===== config.mk =====
export PLATFORM = sky130hd
export DESIGN_NAME = noc_pipe_rx_buffer_flat
export DESIGN_NICKNAME = d
export VERILOG_FILES = /design/src/rtl/noc_pipe_rx_buffer_if.sv /design/src/rtl/noc_pipe_rx_buffer.sv /design/src/flat_wrapper.sv
export SDC_FILE = /design/constraint.sdc
export NUM_CORES = 1
export LEC_CHECK = 0
export CAP_MARGIN = 20
export CORE_MARGIN = 10
export CORE_UTILIZATION = 33
export CTS_CLUSTER_SIZE = 30
export DETAILED_ROUTE_END_ITERATION = 6
export PLACE_DENSITY = 0.45
export SYNTH_ARGS = -nofsm -noshare
export SYNTH_HDL_FRONTEND = slang
export SYNTH_SLANG_ARGS = --single-unit

===== constraint.sdc =====
create_clock -name clk -period 3.7 [get_ports clk]
set_input_delay 0.555 -clock clk [delete_from_list [all_inputs] [get_ports clk]]
set_output_delay 0.555 -clock clk [all_outputs]
set_load 0.05 [all_outputs]

===== src/rtl/noc_pipe_rx_buffer_if.sv =====
// Flit stream interface for the NoC pipe receive buffer: valid/ready handshake
// carrying address, payload and VC fields. The master drives the flit, the
// slave returns ready.

package noc_pipe_rx_buffer_pkg;
  localparam int DEFAULT_VC_W = 4;
  localparam int DEFAULT_D_W  = 16;
endpackage : noc_pipe_rx_buffer_pkg

interface noc_pipe_rx_buffer_if
  import noc_pipe_rx_buffer_pkg::*;
#(
  parameter int VC_W = DEFAULT_VC_W,
  parameter int A_W  = 2,
  parameter int D_W  = DEFAULT_D_W
);
  logic            vld;
  logic [A_W-1:0]  addr;
  logic [D_W-1:0]  data;
  logic [VC_W-1:0] vc;
  logic            rdy;

  modport master (
    output vld,
    output addr,
    output data,
    output vc,
    input  rdy
  );

  modport slave (
    input  vld,
    input  addr,
    input  data,
    input  vc,
    output rdy
  );
endinterface : noc_pipe_rx_buffer_if


===== src/rtl/noc_pipe_rx_buffer.sv =====
// Receive-side elastic buffer terminating a multi-cycle pipelined NoC link.
// Incoming flits are accepted whenever space exists, even with ready low,
// because they were launched before the registered ready could travel back
// through the link. Ready is withheld early enough to keep 2*LATENCY+1 slots
// free for those in-flight flits. The local side sees a first-word-fall-through
// valid/ready stream.

module noc_pipe_rx_buffer
  import noc_pipe_rx_buffer_pkg::*;
#(
  parameter int VC_W    = DEFAULT_VC_W,
  parameter int A_W     = 2,
  parameter int D_W     = DEFAULT_D_W,
  parameter int LATENCY = 10,
  parameter int DEPTH   = 32
) (
  input  logic                       clk,
  input  logic                       rst,
  noc_pipe_rx_buffer_if.slave        in_if,
  noc_pipe_rx_buffer_if.master       out_if,
  output logic [$clog2(DEPTH+1)-1:0] occupancy,
  output logic [$clog2(DEPTH+1)-1:0] max_occ,
  output logic                       overflow
);

  // Round trip of the link: LATENCY stages back for ready, LATENCY stages
  // forward for data, plus the ready register itself.
  localparam int SKID  = 2 * LATENCY + 1;
  localparam int CNT_W = $clog2(DEPTH + 1);
  localparam int PTR_W = (DEPTH > 1) ? $clog2(DEPTH) : 1;

  if (LATENCY < 0) begin : g_latency_check
    $error("noc_pipe_rx_buffer: LATENCY must be non-negative");
  end
  if (DEPTH < SKID + 1) begin : g_depth_check
    $error("noc_pipe_rx_buffer: DEPTH must be at least 2*LATENCY+2");
  end

  typedef struct packed {
    logic [VC_W-1:0] vc;
    logic [A_W-1:0]  addr;
    logic [D_W-1:0]  data;
  } flit_t;

  flit_t            mem_q [DEPTH];
  flit_t            wr_flit;

  logic [PTR_W-1:0] wp_q, wp_d;
  logic [PTR_W-1:0] rp_q, rp_d;
  logic [CNT_W-1:0] cnt_q, cnt_d;
  logic [CNT_W-1:0] max_occ_q, max_occ_d;
  logic             in_rdy_q, in_rdy_d;
  logic             overflow_q, overflow_d;

  logic             full;
  logic             push;
  logic             pop;
  logic             drop;

  // Advance a pointer with wrap at DEPTH-1, so DEPTH need not be a power of 2.
  function automatic logic [PTR_W-1:0] ptr_inc(input logic [PTR_W-1:0] p);
    return (p == PTR_W'(DEPTH - 1)) ? '0 : p + PTR_W'(1);
  endfunction

  // Handshake decode: a pop in the same cycle frees a slot for a push when full.
  always_comb begin
    // NOTE: every always_comb output gets a default first so no path leaves it
    // unassigned; an unassigned path would infer a latch.
    full = 1'b0;
    pop  = 1'b0;
    push = 1'b0;
    drop = 1'b0;
    full = (cnt_q == CNT_W'(DEPTH));
    pop  = (cnt_q != '0) && out_if.rdy;
    push = in_if.vld && (!full || pop);
    drop = in_if.vld && full && !pop;
  end

  // Next-state for pointers, count, ready, high-water mark and sticky overflow.
  always_comb begin
    wp_d       = wp_q;
    rp_d       = rp_q;
    cnt_d      = cnt_q;
    max_occ_d  = max_occ_q;
    overflow_d = overflow_q;
    in_rdy_d   = 1'b0;

    if (push) begin
      wp_d = ptr_inc(wp_q);
    end
    if (pop) begin
      rp_d = ptr_inc(rp_q);
    end

    if (push && !pop) begin
      cnt_d = cnt_q + CNT_W'(1);
    end else if (!push && pop) begin
      cnt_d = cnt_q - CNT_W'(1);
    end

    // Ready drops once fewer than SKID+1 slots would remain free.
    in_rdy_d   = (int'(cnt_d) + SKID) < DEPTH;
    max_occ_d  = (cnt_d > max_occ_q) ? cnt_d : max_occ_q;
    overflow_d = overflow_q | drop;
  end

  // Control state registers with asynchronous active-high reset.
  always_ff @(posedge clk or posedge rst) begin
    if (rst) begin
      wp_q       <= '0;
      rp_q       <= '0;
      cnt_q      <= '0;
      max_occ_q  <= '0;
      in_rdy_q   <= 1'b0;
      overflow_q <= 1'b0;
    end else begin
      // NOTE: sequential state uses non-blocking assignments so every flop
      // samples its pre-edge inputs regardless of statement order.
      wp_q       <= wp_d;
      rp_q       <= rp_d;
      cnt_q      <= cnt_d;
      max_occ_q  <= max_occ_d;
      in_rdy_q   <= in_rdy_d;
      overflow_q <= overflow_d;
    end
  end

  // Pack the arriving flit into one storage word.
  always_comb begin
    wr_flit      = '0;
    wr_flit.vc   = in_if.vc;
    wr_flit.addr = in_if.addr;
    wr_flit.data = in_if.data;
  end

  // Flit storage write port.
  always_ff @(posedge clk) begin
    // NOTE: the storage array has no reset; stale words are never visible
    // because out_vld is qualified by the reset count.
    if (push) begin
      mem_q[wp_q] <= wr_flit;
    end
  end

  // First-word-fall-through head and status outputs, all from registered state.
  assign out_if.vld  = (cnt_q != '0);
  assign out_if.vc   = mem_q[rp_q].vc;
  assign out_if.addr = mem_q[rp_q].addr;
  assign out_if.data = mem_q[rp_q].data;
  assign in_if.rdy   = in_rdy_q;
  assign occupancy   = cnt_q;
  assign max_occ     = max_occ_q;
  assign overflow    = overflow_q;

endmodule : noc_pipe_rx_buffer


===== src/flat_wrapper.sv =====
// flat-port wrapper written by rule: the top's interface ports become plain ports
module noc_pipe_rx_buffer_flat import noc_pipe_rx_buffer_pkg::*;
#(
  parameter int VC_W    = DEFAULT_VC_W,
  parameter int A_W     = 2,
  parameter int D_W     = DEFAULT_D_W,
  parameter int LATENCY = 10,
  parameter int DEPTH   = 32
)
  (clk, rst, occupancy, max_occ, overflow, in_if_vld, in_if_addr, in_if_data, in_if_vc, in_if_rdy, out_if_vld, out_if_addr, out_if_data, out_if_vc, out_if_rdy);
  noc_pipe_rx_buffer_if #(.VC_W(VC_W), .A_W(A_W), .D_W(D_W)) in_if_i ();
  noc_pipe_rx_buffer_if #(.VC_W(VC_W), .A_W(A_W), .D_W(D_W)) out_if_i ();
  input  logic clk;
  input  logic rst;
  output logic [$clog2(DEPTH+1)-1:0] occupancy;
  output logic [$clog2(DEPTH+1)-1:0] max_occ;
  output logic overflow;
  input wire logic [$bits(in_if_i.vld)-1:0] in_if_vld;
  input wire logic [$bits(in_if_i.addr)-1:0] in_if_addr;
  input wire logic [$bits(in_if_i.data)-1:0] in_if_data;
  input wire logic [$bits(in_if_i.vc)-1:0] in_if_vc;
  output wire logic [$bits(in_if_i.rdy)-1:0] in_if_rdy;
  output wire logic [$bits(out_if_i.vld)-1:0] out_if_vld;
  output wire logic [$bits(out_if_i.addr)-1:0] out_if_addr;
  output wire logic [$bits(out_if_i.data)-1:0] out_if_data;
  output wire logic [$bits(out_if_i.vc)-1:0] out_if_vc;
  input wire logic [$bits(out_if_i.rdy)-1:0] out_if_rdy;
  assign in_if_i.vld = in_if_vld;
  assign in_if_i.addr = in_if_addr;
  assign in_if_i.data = in_if_data;
  assign in_if_i.vc = in_if_vc;
  assign in_if_rdy = in_if_i.rdy;
  assign out_if_vld = out_if_i.vld;
  assign out_if_addr = out_if_i.addr;
  assign out_if_data = out_if_i.data;
  assign out_if_vc = out_if_i.vc;
  assign out_if_i.rdy = out_if_rdy;
  noc_pipe_rx_buffer #(.VC_W(VC_W), .A_W(A_W), .D_W(D_W), .LATENCY(LATENCY), .DEPTH(DEPTH)) u_core (.clk(clk), .rst(rst), .in_if(in_if_i), .out_if(out_if_i), .occupancy(occupancy), .max_occ(max_occ), .overflow(overflow));
endmodule

Word-level counts from Yosys, hierarchy flattened:

Memory sizes are Yosys's and may differ from the RTL's.
Index checks and enable logic that the tools add are counted.
Widths: inputs -> output; s select.

* flip-flop bits (word level): 24
* bits in latches: 0
* memory bits (writable): 704
* ROM bits: 0
* input port bits: 26
* memories: 1

Memory list
* u_core.mem_q: depth 32, width 22, rd ports 1, clocked after memory_dff 0, wr ports 1, line noc_pipe_rx_buffer.sv:45 `flit_t mem_q [DEPTH];`

* add/subtract/negate cells: 5
* multipliers: 0
* div/mod/pow operators: 0
* order comparisons: 2
* eq/ne operators: 3
* shift-type cells: 0
* multiplexer cells: 6
* bitwise gates (word level): 1
* reduce and logical (&&, ||, !) cells: 11

Operator list (count)
* $lt 32x7->1 const B: 1
* $mux 6: 2
* $add 5x1->5 const B: 2
* $eq 5x5->1 const B: 2
* $mux 5: 2
* $add 6x5->7 const B: 1
* $add 6x1->6 const B: 1
* $eq 6x6->1 const B: 1
* $gt 6x6->1: 1
* $logic_and 1x1->1: 6
* $reduce_bool 6->1: 1
* $sub 6x1->6 const B: 1
* $logic_not 1->1: 3
* $mux 1: 2
* $logic_or 1x1->1: 1
* $or 1x1->1: 1

Logic depth before layout (Yosys ltp):

* depth after elaboration: 10
* depth in mapped cells: 15
* mapped depth without buffers: 14

Worst setup path after synthesis:

No wires, ideal clock.

* path kind: reg2reg
* from: register u_core.cnt_q[1] (netlist: u_core.occupancy[1])
* to: register u_core.max_occ_q[0] (netlist: u_core.max_occ[0])
* data arrival time: 3.664 ns
* setup slack: -0.089 ns
* cell stages (with the launch flop): 13
* buffers on the path: 0
* cells stage by stage: dfrtp_1 -> inv_1 -> ha_1 -> nor4b_2 -> nand2b_1 -> nand2_1 -> o21ai_0 -> xor2_1 -> ha_1 -> nand2_1 -> o21ai_0 -> a21oi_1 -> mux2_2

* cells in the longest elaborated chain, start to end: 9

Ends and longest elaborated chain
* start, declared: line noc_pipe_rx_buffer.sv:50 `logic [CNT_W-1:0] cnt_q, cnt_d;`
* start signal, assigned: line noc_pipe_rx_buffer.sv:121 `cnt_q <= cnt_d;`
* $reduce_bool 6->1 *
* net out_if_vld: line flat_wrapper.sv:23 `output wire logic [$bits(out_if_i.vld)-1:0] out_if_vld;`
* $logic_and 1x1->1 *: line noc_pipe_rx_buffer.sv:74 `pop = (cnt_q != '0) && out_if.rdy;`
* $logic_or 1x1->1: line noc_pipe_rx_buffer.sv:75 `push = in_if.vld && (!full || pop);`
* $logic_and 1x1->1: line noc_pipe_rx_buffer.sv:75
* $logic_not 1->1: line noc_pipe_rx_buffer.sv:97 `end else if (!push && pop) begin`
* $logic_and 1x1->1: line noc_pipe_rx_buffer.sv:97
* $mux 6: line noc_pipe_rx_buffer.sv:97
* $mux 6 *: line noc_pipe_rx_buffer.sv:95 `if (push && !pop) begin`
* net u_core.cnt_d[4]: line noc_pipe_rx_buffer.sv:50
* $gt 6x6->1 *: line noc_pipe_rx_buffer.sv:103 `max_occ_d = (cnt_d > max_occ_q) ? cnt_d : max_occ_q;`
* end signal, assigned: line noc_pipe_rx_buffer.sv:122 `max_occ_q <= max_occ_d;`
* end, declared: line noc_pipe_rx_buffer.sv:51 `logic [CNT_W-1:0] max_occ_q, max_occ_d;`

Mark *: on every way through the listed nets, which the timed path passes. The rest lies on a longest branch.
A chain may end at the register's enable or synchronous reset.

Worst setup path after layout:

* from: register u_core.rp_q[0]
* to: output out_if_data[1]

* cells in the longest elaborated chain, start to end: 1

Ends and longest elaborated chain
* start, declared: line noc_pipe_rx_buffer.sv:49 `logic [PTR_W-1:0] rp_q, rp_d;`
* start signal, assigned: line noc_pipe_rx_buffer.sv:120 `rp_q <= rp_d;`
* $mem_v2 32x22
* end, declared: line flat_wrapper.sv:25 `output wire logic [$bits(out_if_i.data)-1:0] out_if_data;`

Every way passes these cells.

==> results.txt <==
----------------------------------------------------
[Routing]
  TritonRoute pass-1 iters ... 4
  Final WL ... 73490 um
  Wire per inst ... 28.05 um
  Number of DRC markers in iteration 0 ... 1022
  Total number of vias ... 13.22k
  Number of routed nets with antenna violations ... 0
  Post-DR vias/cell ... 5.046
  Number of design rule violations left after detail routing ... 0

[Timing]
  Setup Skew ... 0.01987 ns
  Upper clock frequency limit ... 275.5 MHz
  Final worst setup slack ... 0.06998 ns
  RSZ-0062 raised after global routing ... yes
  Endpoints failing hold ... 0
  Number of max-slew violations in the final report ... 0
  Worst-case headroom to the max-slew limit ... 24.45%
  Total of endpoints with negative setup slack in the final report ... 0
  Post-route fraction of the period consumed by the critical path ... 98.11%
  Slew at the pin closest to its max-slew limit ... 1.133 ns
  Shortest clock period the worst path allows after layout ... 3.630 ns
  Total Negative Setup Slacks ... 0 ns
  Hold Worst Slack ... 0.3311 ns

[Yosys]
  Post-synthesis sequential area ratio ... 76.99%
  Post-synthesis cell area ... 28240 um2
  Most area-hungry cell type in the Yosys netlist ... edfxtp_1
  Post-Syn Area per Cell ... 23.67 um2
  Area share of the largest cell type after synthesis ... 74.86%
  Unique masters post-synth ... 41
  Count of flip-flops with a built-in enable after synthesis ... 704
  Share of synthesized registers carrying an async set or reset ... 3.297%
  Post-synthesis cell count ... 1193
  Yosys warning count ... 0
  Synth top area cells ... edfxtp_1, mux4_2, dfrtp_1
  Total of flip-flops plus latches after synthesis ... 728
  Flip-flop cell with the highest count after synthesis ... edfxtp_1
  Synth Net Count ... 1234

[Floorplan]
  Width of the chip ... 312.5 um
  Floorplan core area ... 85010 um2
  Total number of placement rows ... 107
  Top-level I/O count ... 63
  Initial Utilization ... 33.22%
  Total Die Area ... 97680 um2
  Die height ... 312.5 um

[Power]
  Share of total power in the clock network ... 28.8%
  Logic gate share of total power ... 34.8%
  Sequential share of power ... 36.5%
  Total power divided by cell area ... 793.1 nW/um2
  Leak pwr ... 11.11 nW
  Largest voltage drop on the vdd net ... 0.5558 mV
  Post-route total power ... 27.57 mW
  Int Power ... 18.81 mW
  Net switching power of the design ... 8.762 mW
  Sw Share ... 31.78%

[Setup path]
  Crit path buf inv count ... 3
  Setup crit end kind ... output port
  R2R setup slack ... 0.24 ns
  Most Frequent Cell on Critical Path ... mux4_2
  Family of cells with the greatest summed delay on the critical path ... multiplexers
  Arrival time at the worst endpoint ... 3.08 ns
  Critical register-to-register path startpoint ... u_core.occupancy[1]
  Critical-path cell list ... buf_12 -> clkbuf_16 -> mux4_2 -> mux4_2 -> mux2_4 -> buf_4
  Reg2Reg Depth ... 12
  Crit path from ... u_core.rp_q[0]
  Slowest-stage cell, CP ... mux4_2
  Endpoint of the most critical setup path ... out_if_data[1]
  Slowest Stage Delay on Critical Path ... 0.56 ns
  Count of cell instances traversed by the critical path ... 6
  Nature of the critical path startpoint ... register
  Data required, critical path ... 3.14 ns
  Biggest fanout along the worst timing path ... 10
  Kind of critical path ... reg -> out
  Endpoint of the worst-slack reg-to-reg timing path ... u_core.max_occ[4]

[Layout]
  Final nets ... 1456
  Number of diodes added for antenna fixing ... 0
  Commonest non-fill, non-tap cells in the layout ... edfxtp_1, mux4_2, clkbuf_16, buf_4, clkdlybuf4s50_1
  Most common cell after layout, fill and taps aside ... edfxtp_1
  Area growth syn-to-layout ... 23.09%
  Layout filler cell count ... 7432
  Fraction of final layout cells sized beyond drive strength 1 ... 38.21%

[Global routing]
  Global-route wire length before repair ... 104000 um
  Aggregate global routing overflow ... 0
  Maximum number of pins on one net before global-route repair ... 33
  Number of global-route vias before repair ... 13.88k
  Global routing usage summed across all routing layers ... 14.77%
  Initial antenna violation count ... 1

[Place]
  Worst slack after detailed placement ... 0.09194 ns
  HPWL after DPL ... 42730 um
  Last weighted congestion value of the routability-driven placer ... 0.7544
  Port Buffers ... 62

[Clocking]
  Clock-pin slew reported for the worst setup and hold paths after clock tree synthesis ... 0.06 ns
  Sinks on the clock net ... 728
  Number of buffers created by CTS ... 81
  TritonCTS clock tree ... yes
  Clock latency of the later-clocked register in the worst-skew pair ... 0.61 ns
  Buffer type at the clock tree root ... clkbuf_16
  Number of H-tree levels ... 3
  Clock buffer depth ... 3
  Hold Buf Count CTS ... 0

[Worst hold path]
  Worst hold path type ... in -> async

[Run status]
  Run status ... complete, no violations

[Run]
  Max Cap Viol ... 0

----------------------------------------------------
-- final cells by class --
class	instances	area (um2)	area share, %
repair buffers	198	2492	7.170
inverters	13	48.80	0.1404
flip-flops and latches	728	21750	62.58
clock buffers	103	2225	6.400
multi-input cells	393	6424	18.48
well taps	1144	1431	4.118
clock inverters	41	385.4	1.109
-- power by group through the flow --
stage,sequential [mW],clock [mW],combinational [mW]
finish,10.1,7.93,9.59
global route,10.1,8.45,10.2
CTS,10.1,8.13,9.38
detailed placement,10.3,0,8.94
global placement,10.3,0,8.96
floorplan,10.1,0,5.91
-- routing by layer --
metal	GRT usage, %	part of all wire, %	up-vias
met2	23.61	48	316
li1	-	-	5568
met5	0	0	-
met3	2.904	4.7	91
met1	20.63	46	7246
met4	3.573	1.8	0
-- cells by family (layout without fill, tap and decap cells) --
kind of cell	Yosys count	count (layout)	share of synthesized area [%]
compound gates	29	29	0.6336
xor+xnor	7	7	0.2171
fa+ha+maj	15	15	0.6646
buf+inv	72	355	1.210
flops	728	728	76.99
mux	250	250	18.73
simple gates	92	92	1.555
-- flip-flops by register name (all words and copies together), names as in the netlist --
signal,flops
u_core.max_occ,6
u_core.rp_q,5
u_core.overflow,1
u_core.in_if.rdy,1
u_core.occupancy,6
u_core.mem_q,704
u_core.wp_q,5
-- through the flow --
stage                     instances  instance area, um2  util (%)
after floorplan                1193               28240         -
after detailed placement       2444               31330     36.85
after CTS                      2596               34140     40.16
after global placement         2444               31330     36.85
final                          2620               34760     40.89
after global routing           2620               34760     40.89
-- worst min path at each step --
stage                          startpoint             endpoint  slack, ns  cells past startpoint
final                                 rst  u_core.occupancy[2]       0.33                      2
after global routing                  rst  u_core.occupancy[2]       0.35                      2
after CTS                             rst       u_core.wp_q[1]       0.32                      2
after detailed placement  u_core.overflow      u_core.overflow       0.49                      1
after global placement    u_core.overflow      u_core.overflow       0.52                      1
after floorplan            u_core.wp_q[4]       u_core.wp_q[4]       0.55                      3
-- synth_stat cells, types with 4 or more instances --
cell type  instances
a21oi_1            6
nand3_1            5
mux4_2           220
xor2_1             4
nand2_1           19
buf_4             10
buf_2              9
buf_1              9
inv_1             13
mux2_2            28
clkbuf_1          28
ha_1              15
nor2_1            40
o21ai_0           11
nor3_1             6
dfrtp_1           24
edfxtp_1         704
-- repair_timing --
| item | in CTS | in global routing |
|---|---|---|
| setup buffers | 6 | 2 |
| endpoints found under the setup margin | 22 | 16 |
| cloned | 2 | 6 |
| resized for setup | 13 | 12 |
(Power assumes the default switching activity.)
